==> config.mk <==
export PLATFORM = sky130hd
export DESIGN_NAME = divider
export DESIGN_NICKNAME = d
export VERILOG_FILES = /design/src/rtl/divider_pkg.sv /design/src/rtl/divider.sv
export SDC_FILE = /design/constraint.sdc
export NUM_CORES = 1
export LEC_CHECK = 0
export BUFFER_PORTS_ARGS = -buffer_cell sky130_fd_sc_hd__buf_2
export CAP_MARGIN = 20
export CORE_MARGIN = 2
export CORE_UTILIZATION = 57
export CTS_CLUSTER_DIAMETER = 200
export DETAILED_ROUTE_END_ITERATION = 10
export HOLD_SLACK_MARGIN = 0.12
export PLACE_DENSITY = 0.81
export SKIP_CTS_REPAIR_TIMING = 1
export SLEW_MARGIN = 20
export SYNTH_ARGS = -nofsm -noshare
export SYNTH_HDL_FRONTEND = slang
export SYNTH_SLANG_ARGS = --single-unit
export TNS_END_PERCENT = 100
==> constraint.sdc <==
create_clock -name clk -period 13.6 [get_ports clk]
set_clock_uncertainty 0.1 [all_clocks]
set_input_delay 0.68 -clock clk [delete_from_list [all_inputs] [get_ports clk]]
set_output_delay 0.68 -clock clk [all_outputs]
set_load 0.01 [all_outputs]
==> src/rtl/divider_pkg.sv <==
// Shared types and constants for the iterative divider.
package divider_pkg;

    typedef logic [63:0]  u64;
    typedef logic [127:0] u128;

    localparam int DIV_CYCLES = 64;

    typedef enum logic [1:0] {
        IDLE   = 2'd0,
        DIVIDE = 2'd1,
        FINISH = 2'd2
    } div_state_t;

endpackage

==> src/rtl/divider.sv <==
// Radix-2 restoring divider: WIDTH shift-subtract steps on magnitudes, sign fixup into c.
module divider
    import divider_pkg::*;
#(
    parameter int WIDTH = DIV_CYCLES
) (
    input  logic               clk,
    input  logic               reset,
    input  logic               valid,
    input  logic               is_signed,
    input  logic [WIDTH-1:0]   a,
    input  logic [WIDTH-1:0]   b,
    output logic               done,
    output logic [2*WIDTH-1:0] c
);

    localparam int CW = $clog2(WIDTH);
    localparam logic [CW-1:0] LAST_COUNT = CW'(WIDTH - 1);

    div_state_t          state_r;
    div_state_t          state_nxt_s;
    logic [CW-1:0]       count_r;
    logic [WIDTH-1:0]    dividend_r;
    logic [WIDTH-1:0]    divisor_r;
    logic [WIDTH-1:0]    rem_r;
    logic                q_neg_r;
    logic                r_neg_r;
    logic [2*WIDTH-1:0]  c_r;

    logic [WIDTH-1:0]    a_mag_s;
    logic [WIDTH-1:0]    b_mag_s;
    logic [WIDTH:0]      shifted_s;
    logic [WIDTH:0]      diff_s;
    logic                qbit_s;
    logic [WIDTH-1:0]    rem_step_s;
    logic [WIDTH-1:0]    quot_step_s;
    logic [WIDTH-1:0]    quot_fix_s;
    logic [WIDTH-1:0]    rem_fix_s;

    // State register.
    always_ff @(posedge clk or posedge reset) begin
        if (reset) begin
            state_r <= IDLE;
        end else begin
            state_r <= state_nxt_s;
        end
    end

    // Next-state logic; requests are only accepted from IDLE.
    always_comb begin
        state_nxt_s = state_r;
        case (state_r)
            IDLE:    state_nxt_s = valid ? DIVIDE : IDLE;
            DIVIDE:  state_nxt_s = (count_r == LAST_COUNT) ? FINISH : DIVIDE;
            FINISH:  state_nxt_s = IDLE;
            default: state_nxt_s = IDLE;
        endcase
    end

    // Output logic: no stall whenever the machine will sit in IDLE next cycle.
    always_comb begin
        done = (state_nxt_s == IDLE);
    end

    // One restoring step plus the final sign fixup of the step result.
    always_comb begin
        a_mag_s     = (is_signed && a[WIDTH-1]) ? ({WIDTH{1'b0}} - a) : a;
        b_mag_s     = (is_signed && b[WIDTH-1]) ? ({WIDTH{1'b0}} - b) : b;
        shifted_s   = {rem_r, dividend_r[WIDTH-1]};
        diff_s      = shifted_s - {1'b0, divisor_r};
        if (!diff_s[WIDTH]) begin
            qbit_s     = 1'b1;
            rem_step_s = diff_s[WIDTH-1:0];
        end else begin
            qbit_s     = 1'b0;
            rem_step_s = shifted_s[WIDTH-1:0];
        end
        quot_step_s = {dividend_r[WIDTH-2:0], qbit_s};
        quot_fix_s  = q_neg_r ? ({WIDTH{1'b0}} - quot_step_s) : quot_step_s;
        rem_fix_s   = r_neg_r ? ({WIDTH{1'b0}} - rem_step_s) : rem_step_s;
    end

    // Datapath registers; the dividend register doubles as the quotient shift register.
    always_ff @(posedge clk or posedge reset) begin
        if (reset) begin
            count_r    <= {CW{1'b0}};
            dividend_r <= {WIDTH{1'b0}};
            divisor_r  <= {WIDTH{1'b0}};
            rem_r      <= {WIDTH{1'b0}};
            q_neg_r    <= 1'b0;
            r_neg_r    <= 1'b0;
            c_r        <= {(2*WIDTH){1'b0}};
        end else begin
            case (state_r)
                IDLE: begin
                    if (valid) begin
                        dividend_r <= a_mag_s;
                        divisor_r  <= b_mag_s;
                        rem_r      <= {WIDTH{1'b0}};
                        count_r    <= {CW{1'b0}};
                        q_neg_r    <= is_signed & (a[WIDTH-1] ^ b[WIDTH-1]) & (b != {WIDTH{1'b0}});
                        r_neg_r    <= is_signed & a[WIDTH-1];
                    end
                end
                DIVIDE: begin
                    dividend_r <= quot_step_s;
                    rem_r      <= rem_step_s;
                    count_r    <= count_r + CW'(1);
                    if (count_r == LAST_COUNT) begin
                        c_r <= {rem_fix_s, quot_fix_s};
                    end
                end
                FINISH: begin
                    c_r <= c_r;
                end
                default: begin
                    c_r <= c_r;
                end
            endcase
        end
    end

    assign c = c_r;

endmodule

==> metrics.md <==
| Metric | Value |
|---|---|
| Die span in y | 211.4 um |
| IO Pins | 261 |
| Final std cells w/o fill | 3751 |
| Hold Violations, Final | 0 |
| Commonest non-fill, non-tap cell in the layout | o21ai_0 |
| CP max-delay cell | o32ai_1 |
| Worst path cell trace | inv_1 -> ha_1 -> fa_1 -> and2b_4 -> o31a_1 -> a31oi_1 -> o21ai_1 -> and3_2 -> o31ai_4 -> xnor2_4 -> buf_4 -> buf_4 -> nand3_1 -> o32ai_1 -> nand2_1 -> o311a_1 -> o31ai_1 |
| Routed WL per cell | 23.40 um |
| CTS Buffer Depth | 3 |
| Most used cell, CP | buf_4 |
| Type of origin of the critical path | flop |
| WL final | 87790 um |
| TritonCTS buffer count | 37 |
| RSZ-0062 raised after global routing | false |
| Max incr delay on CP | 990 ps |
| Critical path's top delay family | compound AO/OA/AOI/OAI gates |
| Starting DRT DRC Count | 2924 |
| CP Data Required Time | 13980 ps |
| Slew Viols, Final | 0 |
| Worst setup startpoint | dividend_r[63] |
| Setup-failing EPs final | 0 |
| IO buf count | 260 |
| Vias per cell | 6.606 |
| Worst r2r src | dividend_r[63] |
| Min-Delay Path Class | input pin to async pin |
| Synth-to-Final Area Change | 11.02% |
| Min cycle time layout | 6900 ps |
| Peak VDD IR | 206.2 uV |
| Setup crit end kind | flop |
| Post-Place Cells | 3685 |
| Ys async rst share | 100.0% |
| Most frequent cells in the layout | o21ai_0 (435), nand2_1 (429), dfrtp_1 (329) |
| CP Class | flop to flop |
| Worst Setup EP | c[125] |
| Global placer's final weighted congestion | 0.9911 |
| P_leak | 11.35 nW |
| Worst reg-to-reg setup slack | 6700 ps |
| Drt drc | 0 |
| Drt first pass iters | 7 |
| Reg2reg end | c[125] |
| Critical path peak fanout | 58 |
| Worst path bufs/invs | 3 |
| Stages on the worst setup path | 17 |
| Post-synthesis sequential area ratio | 33.68% |
| Die Area | 0.04469 sq mm |
| Syn Area/Cell | 8.042 sq um |
| Final worst path period share | 50.73% |
| Clock sink count | 330 |
| Vias in the first global route | 23.27k |
| Largest net degree at the start of global routing | 145 |
| Final #Nets | 3388 |
| Share of cells above drive strength 1 | 13.36% |
| Synth Warn # | 0 |
| Cell area power density | 293.3 mW/mm^2 |
| Distinct cells, synth | 104 |
| Fmax | 144.9 MHz |
| H-tree depth | 2 |
| Max-slew headroom | 25.91% |
| Post-Syn Area | 0.02452 sq mm |
| Seq cells post-synth | 330 |
| Num rows | 75 |
| Routed Antenna Nets | 0 |
| Synth Instances | 3049 |
| GRT overflow | 0 |
| Total vias in the final route | 24.78k |
| GR Util All Layers | 38.82% |
| Final design utilization | 64.47% |
| Worst r2r path cells | 17 |
| Clock Pin Slew Worst Setup and Hold Paths | 60 ps |
| TritonCTS clock tree | yes |
| Initial Utilization | 58.07% |
| Status | complete, no violations |
| First-pass GRT wire length | 134400 um |
| Clk Tree Root Cell | clkbuf_16 |
| Ys flop type | dfrtp_1 |
| Worst endpoint data arrival time | 7280 ps |
| Initial antenna violation count | 4 |
| Worst-Skew Late Latency | 580 ps |
| EDFF count, synth | 0 |
| # Max-Cap Violations | 0 |
| Die W | 211.4 um |
| Dpl hpwl | 66500 um |
| Syn Nets | 3251 |
| Post-route setup TNS | 0 ps |
| Core area | 0.04223 sq mm |
| Worst slew pin tran | 1108 ps |
worst min path at each step:
stage,startpoint,end,slack [ps],cells after the start
2_1_floorplan,divisor_r[10],divisor_r[10],350,2
3_3_place_gp,c[93],c[93],350,2
3_5_place_dp,c[93],c[93],350,2
4_1_cts,reset,dividend_r[63],210,2
5_1_grt,reset,rem_r[6],260,2
6_report,reset,rem_r[5],160,2
routing by layer:
| layer | share of wire [%] | track usage [%] |
|---|---|---|
| met1 | 42 | 53.82 |
| met2 | 44 | 59.43 |
| met3 | 11 | 8.901 |
| met4 | 3.5 | 14.06 |
| met5 | 0.014 | 0 |
cell usage after synthesis (63+ instances only):
cell	instances	area share (%)
o21ai_0	435	8.9
nand2_1	430	6.6
dfrtp_1	330	34
nor2_1	189	2.9
a21oi_1	174	3.6
xor2_1	160	5.7
clkbuf_1	137	2.1
xnor2_1	110	3.9
inv_1	94	1.4
nor3_1	74	1.5
ha_1	69	3.5
a22oi_1	63	1.9
cells by family (layout without fill, tap and decap cells):
kind of cell,count (synthesis),in the layout,share of synthesized area [%]
XOR/XNOR,271,271,9.757
flip-flops,330,330,33.68
AND/OR/NAND/NOR,1040,1040,20.25
other,0,1,0
multiplexers,64,64,2.699
adder cells (fa/ha/maj),70,70,3.603
buffers and inverters,280,442,4.940
AO/OA/AOI/OAI,994,994,25.08
report_power, final:
group | total, mW | switching (mW) | internal [mW]
registers | 1.62 | 0.356 | 1.27
logic | 5.24 | 3.51 | 1.74
clock network | 1.12 | 0.445 | 0.673
area by class of cell:
| cell class | instances | area (sq um) |
|---|---|---|
| fill | 3680 | 15010 |
| antenna | 1 | 2.502 |
| tap | 539 | 674.4 |
| clock buffer | 49 | 1041 |
| timing repair buffer | 283 | 1499 |
| inverter | 95 | 366.6 |
| multi-input combinational | 2439 | 15100 |
| sequential | 330 | 8259 |
| clock inverter | 15 | 282.8 |
sequential cells by signal (all words and copies together), names as in the netlist:
name        count
c             128
dividend_r     64
divisor_r      64
rem_r          64
count_r         6
state_r         2
q_neg_r         1
r_neg_r         1
metrics by stage:
step	total power [mW]	area (sq um)	setup slack [ps]	hold WS, ps
3_5_place_dp	6.654	25870	6889	354.3
4_1_cts	7.793	27200	6868	211.5
3_3_place_gp	6.592	25870	7242	349.3
6_report	7.984	27220	6700	158.5
5_1_grt	8.450	27220	6384	257.7
2_1_floorplan	5.225	24520	3680	349.8
Note: power is estimated with default switching activity, not from simulation.
